$ cat src/rtl/hwt_pkg.sv
// Shared types and default parameters for the HWT trigger stages.
package hwt_pkg;

  typedef enum logic [1:0] {
    IDLE  = 2'd0,
    COUNT = 2'd1,
    FIRE  = 2'd2
  } hwt_state_t;

  localparam int CNT_W_DEF     = 8;
  localparam int THRESH_DEF    = 4;
  localparam int PULSE_LEN_DEF = 2;
  localparam int WINDOW_DEF    = 16;

endpackage

$ cat src/rtl/hwt_edge_det.sv
// Rising-edge detector: one history flop plus a combinational rise strobe.
module hwt_edge_det (
  input  logic clk,
  input  logic rst_n,
  input  logic d,
  output logic rise
);

  logic y_q;

  always_ff @(posedge clk or negedge rst_n) begin
    if (!rst_n) y_q <= 1'b0;
    else        y_q <= d;
  end

  assign rise = d & ~y_q;

endmodule

$ cat src/rtl/hwt_event_trigger.sv
// Counts detect-node rising edges while armed and fires a PULSE_LEN-cycle trig.
// Optional inter-edge timeout is enabled by defining HWT_WINDOW_EN.
module hwt_event_trigger
  import hwt_pkg::*;
#(
  parameter int CNT_W     = CNT_W_DEF,
  parameter int THRESH    = THRESH_DEF,
  parameter int PULSE_LEN = PULSE_LEN_DEF,
  parameter int WINDOW    = WINDOW_DEF
) (
  input  logic             clk,
  input  logic             rst_n,
  input  logic             y_in,
  input  logic             arm,
  input  logic             clr,
  output logic             trig,
  output logic [CNT_W-1:0] count,
  output logic             busy
);

  localparam int TMR_W = $clog2(PULSE_LEN + 1);

  hwt_state_t       state, state_d;
  logic [CNT_W-1:0] count_d, cnt_base;
  logic [TMR_W-1:0] tmr, tmr_d;
  logic             trig_d;
  logic             rise;

  hwt_edge_det u_edge (
    .clk  (clk),
    .rst_n(rst_n),
    .d    (y_in),
    .rise (rise)
  );

`ifdef HWT_WINDOW_EN
  localparam int GAP_W = $clog2(WINDOW + 1);
  logic [GAP_W-1:0] gap, gap_d;
  logic             timeout;

  always_ff @(posedge clk or negedge rst_n) begin
    if (!rst_n) gap <= '0;
    else        gap <= gap_d;
  end
`endif

  always_comb begin
    state_d  = state;
    count_d  = count;
    trig_d   = trig;
    tmr_d    = tmr;
    cnt_base = count;
`ifdef HWT_WINDOW_EN
    gap_d    = '0;
    timeout  = 1'b0;
`endif
    if (clr || !arm) begin
      state_d = IDLE;
      count_d = '0;
      trig_d  = 1'b0;
      tmr_d   = '0;
    end else begin
      case (state)
        IDLE: begin
          state_d = COUNT;
          count_d = '0;
          trig_d  = 1'b0;
        end
        COUNT: begin
`ifdef HWT_WINDOW_EN
          // A stale partial count restarts; a coincident rise becomes the new first edge.
          timeout = (count != '0) && (gap == GAP_W'(WINDOW - 1));
          if (timeout) cnt_base = '0;
          if (rise || timeout)              gap_d = '0;
          else if (gap == GAP_W'(WINDOW - 1)) gap_d = gap;
          else                              gap_d = gap + 1'b1;
`endif
          count_d = cnt_base;
          if (rise) begin
            if (cnt_base < CNT_W'(THRESH - 1)) begin
              count_d = cnt_base + 1'b1;
            end else begin
              count_d = CNT_W'(THRESH);
              state_d = FIRE;
              trig_d  = 1'b1;
              tmr_d   = TMR_W'(PULSE_LEN - 1);
            end
          end
        end
        FIRE: begin
          // tmr holds the remaining high cycles after the current one.
          if (tmr == '0) begin
            state_d = COUNT;
            count_d = '0;
            trig_d  = 1'b0;
          end else begin
            tmr_d = tmr - 1'b1;
          end
        end
        default: begin
          state_d = IDLE;
          count_d = '0;
          trig_d  = 1'b0;
          tmr_d   = '0;
        end
      endcase
    end
  end

  always_ff @(posedge clk or negedge rst_n) begin
    if (!rst_n) begin
      state <= IDLE;
      count <= '0;
      trig  <= 1'b0;
      tmr   <= '0;
      busy  <= 1'b0;
    end else begin
      state <= state_d;
      count <= count_d;
      trig  <= trig_d;
      tmr   <= tmr_d;
      busy  <= (state_d != IDLE);
    end
  end

endmodule

$ cat config.mk
export PLATFORM = sky130hd
export DESIGN_NAME = hwt_event_trigger
export DESIGN_NICKNAME = d
export VERILOG_FILES = /design/src/rtl/hwt_pkg.sv /design/src/rtl/hwt_edge_det.sv /design/src/rtl/hwt_event_trigger.sv
export SDC_FILE = /design/constraint.sdc
export NUM_CORES = 1
export LEC_CHECK = 0
export CORE_MARGIN = 2
export CORE_UTILIZATION = 54
export CTS_CLUSTER_DIAMETER = 40
export DETAILED_ROUTE_END_ITERATION = 6
export DONT_BUFFER_PORTS = 1
export GPL_TIMING_DRIVEN = 0
export PLACE_DENSITY = 0.68
export SLEW_MARGIN = 10
export SYNTH_ARGS = -nofsm -noshare
export SYNTH_HDL_FRONTEND = slang
export SYNTH_SLANG_ARGS = --single-unit
$ cat constraint.sdc
create_clock -name clk -period 1.75 [get_ports clk]
set_clock_uncertainty 0.05 [all_clocks]
set_input_delay 0.2625 -clock clk [delete_from_list [all_inputs] [get_ports clk]]
set_output_delay 0.2625 -clock clk [all_outputs]
set_load 0.05 [all_outputs]
======== Word-level counts from Yosys, hierarchy flattened ========
Cells that the tools add are included.
word-level totals
  register bits ........................... 15
  input bits .............................. 5
  output and inout bits ................... 10
  logic and storage cells ................. 46
cells by class
  $add $sub $neg .......................... 2
  $lt $le $gt $ge ......................... 1
  equal/unequal tests ..................... 7
  mux-type cells .......................... 20
  bitwise operators ....................... 2
  reduce and logical (&&, ||, !) cells .... 8
operators by type and width
  operator                                                                      number
  8-bit 2-to-1 mux                                                              4
  2-bit 2-to-1 mux                                                              8
  8-bit one-hot mux with 2 select lines                                         1
  3-bit inequality test, second input constant                                  4
  2-bit one-hot mux with 3 select lines                                         2
  8-bit by 1-bit adder with 8-bit output, second input constant                 1
  8-bit by 2-bit less-than comparator with 1-bit output, second input constant  1
  2-bit zero test                                                               2
  1-bit 2-to-1 mux                                                              4
  4-bit AND reduction                                                           1
  3-bit AND reduction                                                           1
  2-bit by 1-bit == test with 1-bit output, second input constant               1
  2-bit == test, second input constant                                          1
  2-bit inequality test, second input constant                                  1
  1-bit one-hot mux with 2 select lines                                         1
  2-bit AND reduction                                                           1
  2-bit nonzero test                                                            1
  2-bit by 1-bit subtractor with 2-bit output, second input constant            1
  1-bit bitwise AND                                                             1
  1-bit zero test                                                               1
  1-bit logical OR                                                              1
  1-bit inverter                                                                1

======== Depth between registers and ports, before layout ========
  depth in word-level cells ............... 6
  gate-level depth with buffers ........... 6
  depth with buffers taken out ............ 6

======== Cells and area by module ========
A second synthesis with hierarchy kept.
unflattened totals
  cells, all modules ...................... 84
  area, all modules ....................... 852.1 µm²
by module, submodules not included
  module             instances  cells an instance  area each (µm²)  sequential area each (µm²)
  hwt_event_trigger  1          82                 813.3            350.3
  hwt_edge_det       1          2                  38.8             25.0

======== Worst setup path after synthesis ========
No wires, ideal clock.
  path kind ............................... register to register
  from .................................... register count[0]
  to ...................................... register count[0]
  setup time .............................. 0.066 ns
  arrival time ............................ 2.001 ns
  data required time ...................... 1.634 ns
  path slack .............................. -0.367 ns
  cell stages (with the launch flop) ...... 6
  buffers on the path ..................... 0
  period minus slack after synthesis ...... 2.117 ns
  cell sequence ........................... dfrtp_1 > ha_1 > or3_2 > or2_1 > nor4_2 > mux2_1
between the ends
  cells in the longest elaborated chain, start to end .. 5
  elaborated cells on any way between the ends .. 6
  those cells by class .................... add/sub (1); order compare (1); mux (4)
RTL lines
  element                                                                                                          line                                              text
  start, declared                                                                                                  hwt_event_trigger.sv:17                           output logic [CNT_W-1:0] count,
  start signal, assigned                                                                                           hwt_event_trigger.sv:119                          count <= count_d;
  8-bit by 1-bit adder with 8-bit output or 8-bit by 2-bit less-than comparator with 1-bit output (tied branches)  hwt_event_trigger.sv:81, hwt_event_trigger.sv:80
  8-bit 2-to-1 mux *                                                                                               hwt_event_trigger.sv:80                           if (cnt_base < CNT_W'(THRESH - 1)) begin
  8-bit 2-to-1 mux *                                                                                               hwt_event_trigger.sv:79                           if (rise) begin
  8-bit one-hot mux with 2 select lines *                                                                          hwt_event_trigger.sv:63                           case (state)
  8-bit 2-to-1 mux *                                                                                               hwt_event_trigger.sv:57                           if (clr || !arm) begin
Mark *: on every way between the ends. The rest lies on a longest branch, timed or not. The select of a mux whose other input is x is not followed.
A chain may end at the register's enable or synchronous reset.

======== Worst setup path after layout ========
  from .................................... register count[2]
  to ...................................... register tmr[0]
between the ends
  cells in the longest elaborated chain, start to end .. 3
RTL lines
  element                                                line                      text
  8-bit by 2-bit less-than comparator with 1-bit output  hwt_event_trigger.sv:80
  3-bit inequality test (no source line)                 -
  4-bit AND reduction (no source line)                   -
  end signal, assigned                                   hwt_event_trigger.sv:121  tmr <= tmr_d;
  end, declared                                          hwt_event_trigger.sv:25   logic [TMR_W-1:0] tmr, tmr_d;
Every way passes these cells.

==> flow_metrics.env <==
export IMPL_cts_made_buffers=3
export IMPL_synth_cells=85
export IMPL_clk_pin_slew_ns=0.10
export IMPL_layout_setup_ws_ns=-0.172
export IMPL_core_sq_mm=0.00149
export IMPL_startpoint="count[2]$_DFFE_PN0P_"
export IMPL_initial_core_util=0.572
export IMPL_synthMuxAreaShare=0.0132
export IMPL_worst_pin_slew_ns=0.654
export IMPL_post_route_period_util=1.10
export IMPL_setup_viol=6
export IMPL_synth_simple_area_share=0.247
export IMPL_synth_area_top_cells="dfrtp_1, ha_1, nor2_1, a21oi_1, inv_1"
export IMPL_vias_per_cell=6.16
export IMPL_fill_cells=122
export IMPL_ys_ff_latch=15
export IMPL_nets=104
export IMPL_wl_per_cell_microns=16.6
export IMPL_synth_cell_types=36
export IMPL_num_io_pins=15
export IMPL_clk_path_buf_depth=2
export IMPL_ff2ff_path_depth=4
export IMPL_drtPass1Iterations=4
export IMPL_htreeDepth=1
export IMPL_cts_tree="yes"
export IMPL_die_area_sq_mm=0.00191
export IMPL_synth_top_cell_by_area="dfrtp_1"
export IMPL_synth_edff_count=0
export IMPL_antenna_found_initial=0
export IMPL_antenna_cells=0
export IMPL_outcome="complete, but fails checks"
export IMPL_yosysTopAreaCellShare=0.441
export IMPL_clk_latency_ns=0.29
export IMPL_row_count=14
export IMPL_ys_warnings_count=0
export IMPL_r2r_end="tmr[0]$_DFFE_PN0P_"
export IMPL_drc=0
export IMPL_die_w_microns=43.7
export IMPL_gp_congestion=0.839
export IMPL_cts_root_buffer="clkbuf_4"
export IMPL_cp_required_ns=1.88
export IMPL_p_leak_nw=0.408
export IMPL_worstSetupPathType="reg2reg"
export IMPL_ys_seq_area_frac=0.441
export IMPL_route_vias_total=665
export IMPL_timing_hold_ws_ns=0.134
export IMPL_grt_max_degree=16
export IMPL_max_cap_violations=0
export IMPL_globalRoute_totalOverflow=0
export IMPL_synthFlopType="dfrtp_1"
export IMPL_post_dp_hpwl_microns=1280
export IMPL_max_freq_mhz=520
export IMPL_slew_limit_headroom=0.563
export IMPL_hold_class="in2reg"
export IMPL_cts_sinks=15
export IMPL_endpoint_kind="flop"
export IMPL_synth_top_family_by_area="simple AND/OR/NAND/NOR gates"
export IMPL_rsz0062_at_grt="yes"
export IMPL_grt_use_total=0.214
export IMPL_cp_arrival_ns=2.05
export IMPL_r2r_setup_slack_ns=-0.17
export IMPL_drtIter0Drc=8
export IMPL_routed_wl_microns=1790
export IMPL_synth_area_per_cell_sq_um=10.0
export IMPL_finalHoldViolations=0
export IMPL_synth_area_sq_um=852
export IMPL_synth_fp_nets=96
export IMPL_synth_xor_xnor_area_share=0
export IMPL_synth_compound_area_share=0.176
export IMPL_fp_dieH_microns=43.7
export IMPL_grt_first_pass_wirelength_microns=2990
export IMPL_ant_nets=0
export IMPL_endpoint="tmr[0]$_DFFE_PN0P_"
export IMPL_drive_gt1_frac=0.326
export IMPL_peakVddDrop_v=0.000380
export IMPL_finalCriticalPeriod_ns=1.92
export IMPL_drv_slew=0
export IMPL_violations="setup timing"
export IMPL_synthArstFlopShare=1.00
export IMPL_area_growth_synth_to_final_pct=18.8
export IMPL_crit_fanout=6
export IMPL_grt_pass1_vias=656
export IMPL_cellPowerDensity_mw_per_mm2=609
export IMPL_r2r_start="count[2]$_DFFE_PN0P_"
export IMPL_utilization=0.680
export IMPL_numPortBuffers=0
export IMPL_start_kind="flop"
export IMPL_synthAdderAreaFrac=0.0881
==> worst max-delay path: stages (launching register included) <==
cell     delay, ns
dfrtp_2       0.55
or4_4         0.62
nor4b_4       0.35
or4_1         0.19
a21oi_2       0.05
==> sequential cells by signal, summed over array words and instances, names as in the netlist <==
name and flops:
tmr 2, state 2, count 8, busy 1, u_edge.y_q 1, trig 1
==> kinds of logic (layout without fill, tap and decap cells) <==
| family | Yosys count | count (layout) |
|---|---|---|
| muxes | 1 | 1 |
| and+or+nand+nor | 32 | 32 |
| buffers and inverters | 8 | 15 |
| DFF | 15 | 15 |
| adders and majority gates | 6 | 6 |
| AOI/OAI and AO/OA | 23 | 23 |
==> cell type report <==
cell class                      count  area (sq um)  share of cell area
Clock buffer                        3          22.5              0.0222
Inverter                            8          30.0              0.0297
Sequential cell                    15           383               0.378
Tap cell                           16          20.0              0.0198
Clock inverter                      1          5.00             0.00494
Timing Repair Buffer                3          27.5              0.0272
Multi-Input combinational cell     62           524               0.518
==> synth_stat cells, types with 2 or more instances <==
library cell	number
dfrtp_1	15
nor2_1	10
a21oi_1	7
inv_1	7
ha_1	6
nand2_1	3
o21ai_0	3
a41oi_1	2
nand3_1	2
nand3b_1	2
o21ai_1	2
or4_1	2
==> placed cells by master, fill, tap and decap left out, types with 2 or more instances in the layout <==
cell,n
o21ai_1,4
ha_1,5
nand2_1,3
nor2_1,9
inv_1,7
or4_1,2
clkbuf_4,3
dfrtp_2,6
dlygate4sd3_1,2
a21oi_2,3
dfrtp_1,9
a21oi_1,4
a41oi_1,2
nand3b_1,2
==> power breakdown <==
| part | switching (mW) | internal, mW | total, mW |
|---|---|---|---|
| clock network | 0.119 | 0.0851 | 0.204 |
| registers | 0.00840 | 0.350 | 0.358 |
| logic | 0.0314 | 0.0228 | 0.0541 |
==> metal layers <==
metal / vias to the layer above / track usage / routed length (microns) / share of wire
met5: - / 0 / 0 / 0
met4: 0 / 0.109 / 44 / 0.025
met3: 7 / 0.0417 / 62 / 0.035
met2: 14 / 0.350 / 860 / 0.48
met1: 319 / 0.268 / 827 / 0.46
li1: 325 / - / - / -
==> how the worst min path moves through the flow <==
stage                         end  cells past startpoint   from  slack, ns
2_1_floorplan      busy$_DFF_PN0_                      0  rst_n      -0.08
3_3_place_gp   tmr[0]$_DFFE_PN0P_                      0  rst_n      -0.08
3_5_place_dp   tmr[0]$_DFFE_PN0P_                      0  rst_n      -0.08
4_1_cts        tmr[0]$_DFFE_PN0P_                      2    clr       0.14
5_1_grt        tmr[0]$_DFFE_PN0P_                      2    clr       0.14
6_report       tmr[0]$_DFFE_PN0P_                      2    clr       0.13
==> stage by stage <==
stage / cells / worst slack [ns] / cell area [sq um] / total power [mW] / setup TNS (ns)
final: 108 / -0.172 / 1010 / 0.617 / -0.722
after global routing: 108 / -0.266 / 1010 / 0.642 / -1.45
after CTS: 107 / -0.143 / 988 / 0.619 / -0.632
after detailed placement: 101 / -0.226 / 898 / 0.402 / -1.02
after global placement: 101 / -0.144 / 898 / 0.400 / -0.674
after floorplan: 85 / -0.0435 / 878 / 0.394 / -0.0863
==> what timing repair did <==
action	4_1_cts	5_1_grt
resized for setup	7	7
endpoints found under the setup margin	9	14
hold buffers	2	0
pin swaps	1	4
buffers inserted	0	1
cloned	0	0
endpoints found under the hold margin	16	0
No activity file was read; power rests on OpenSTA's default activity.
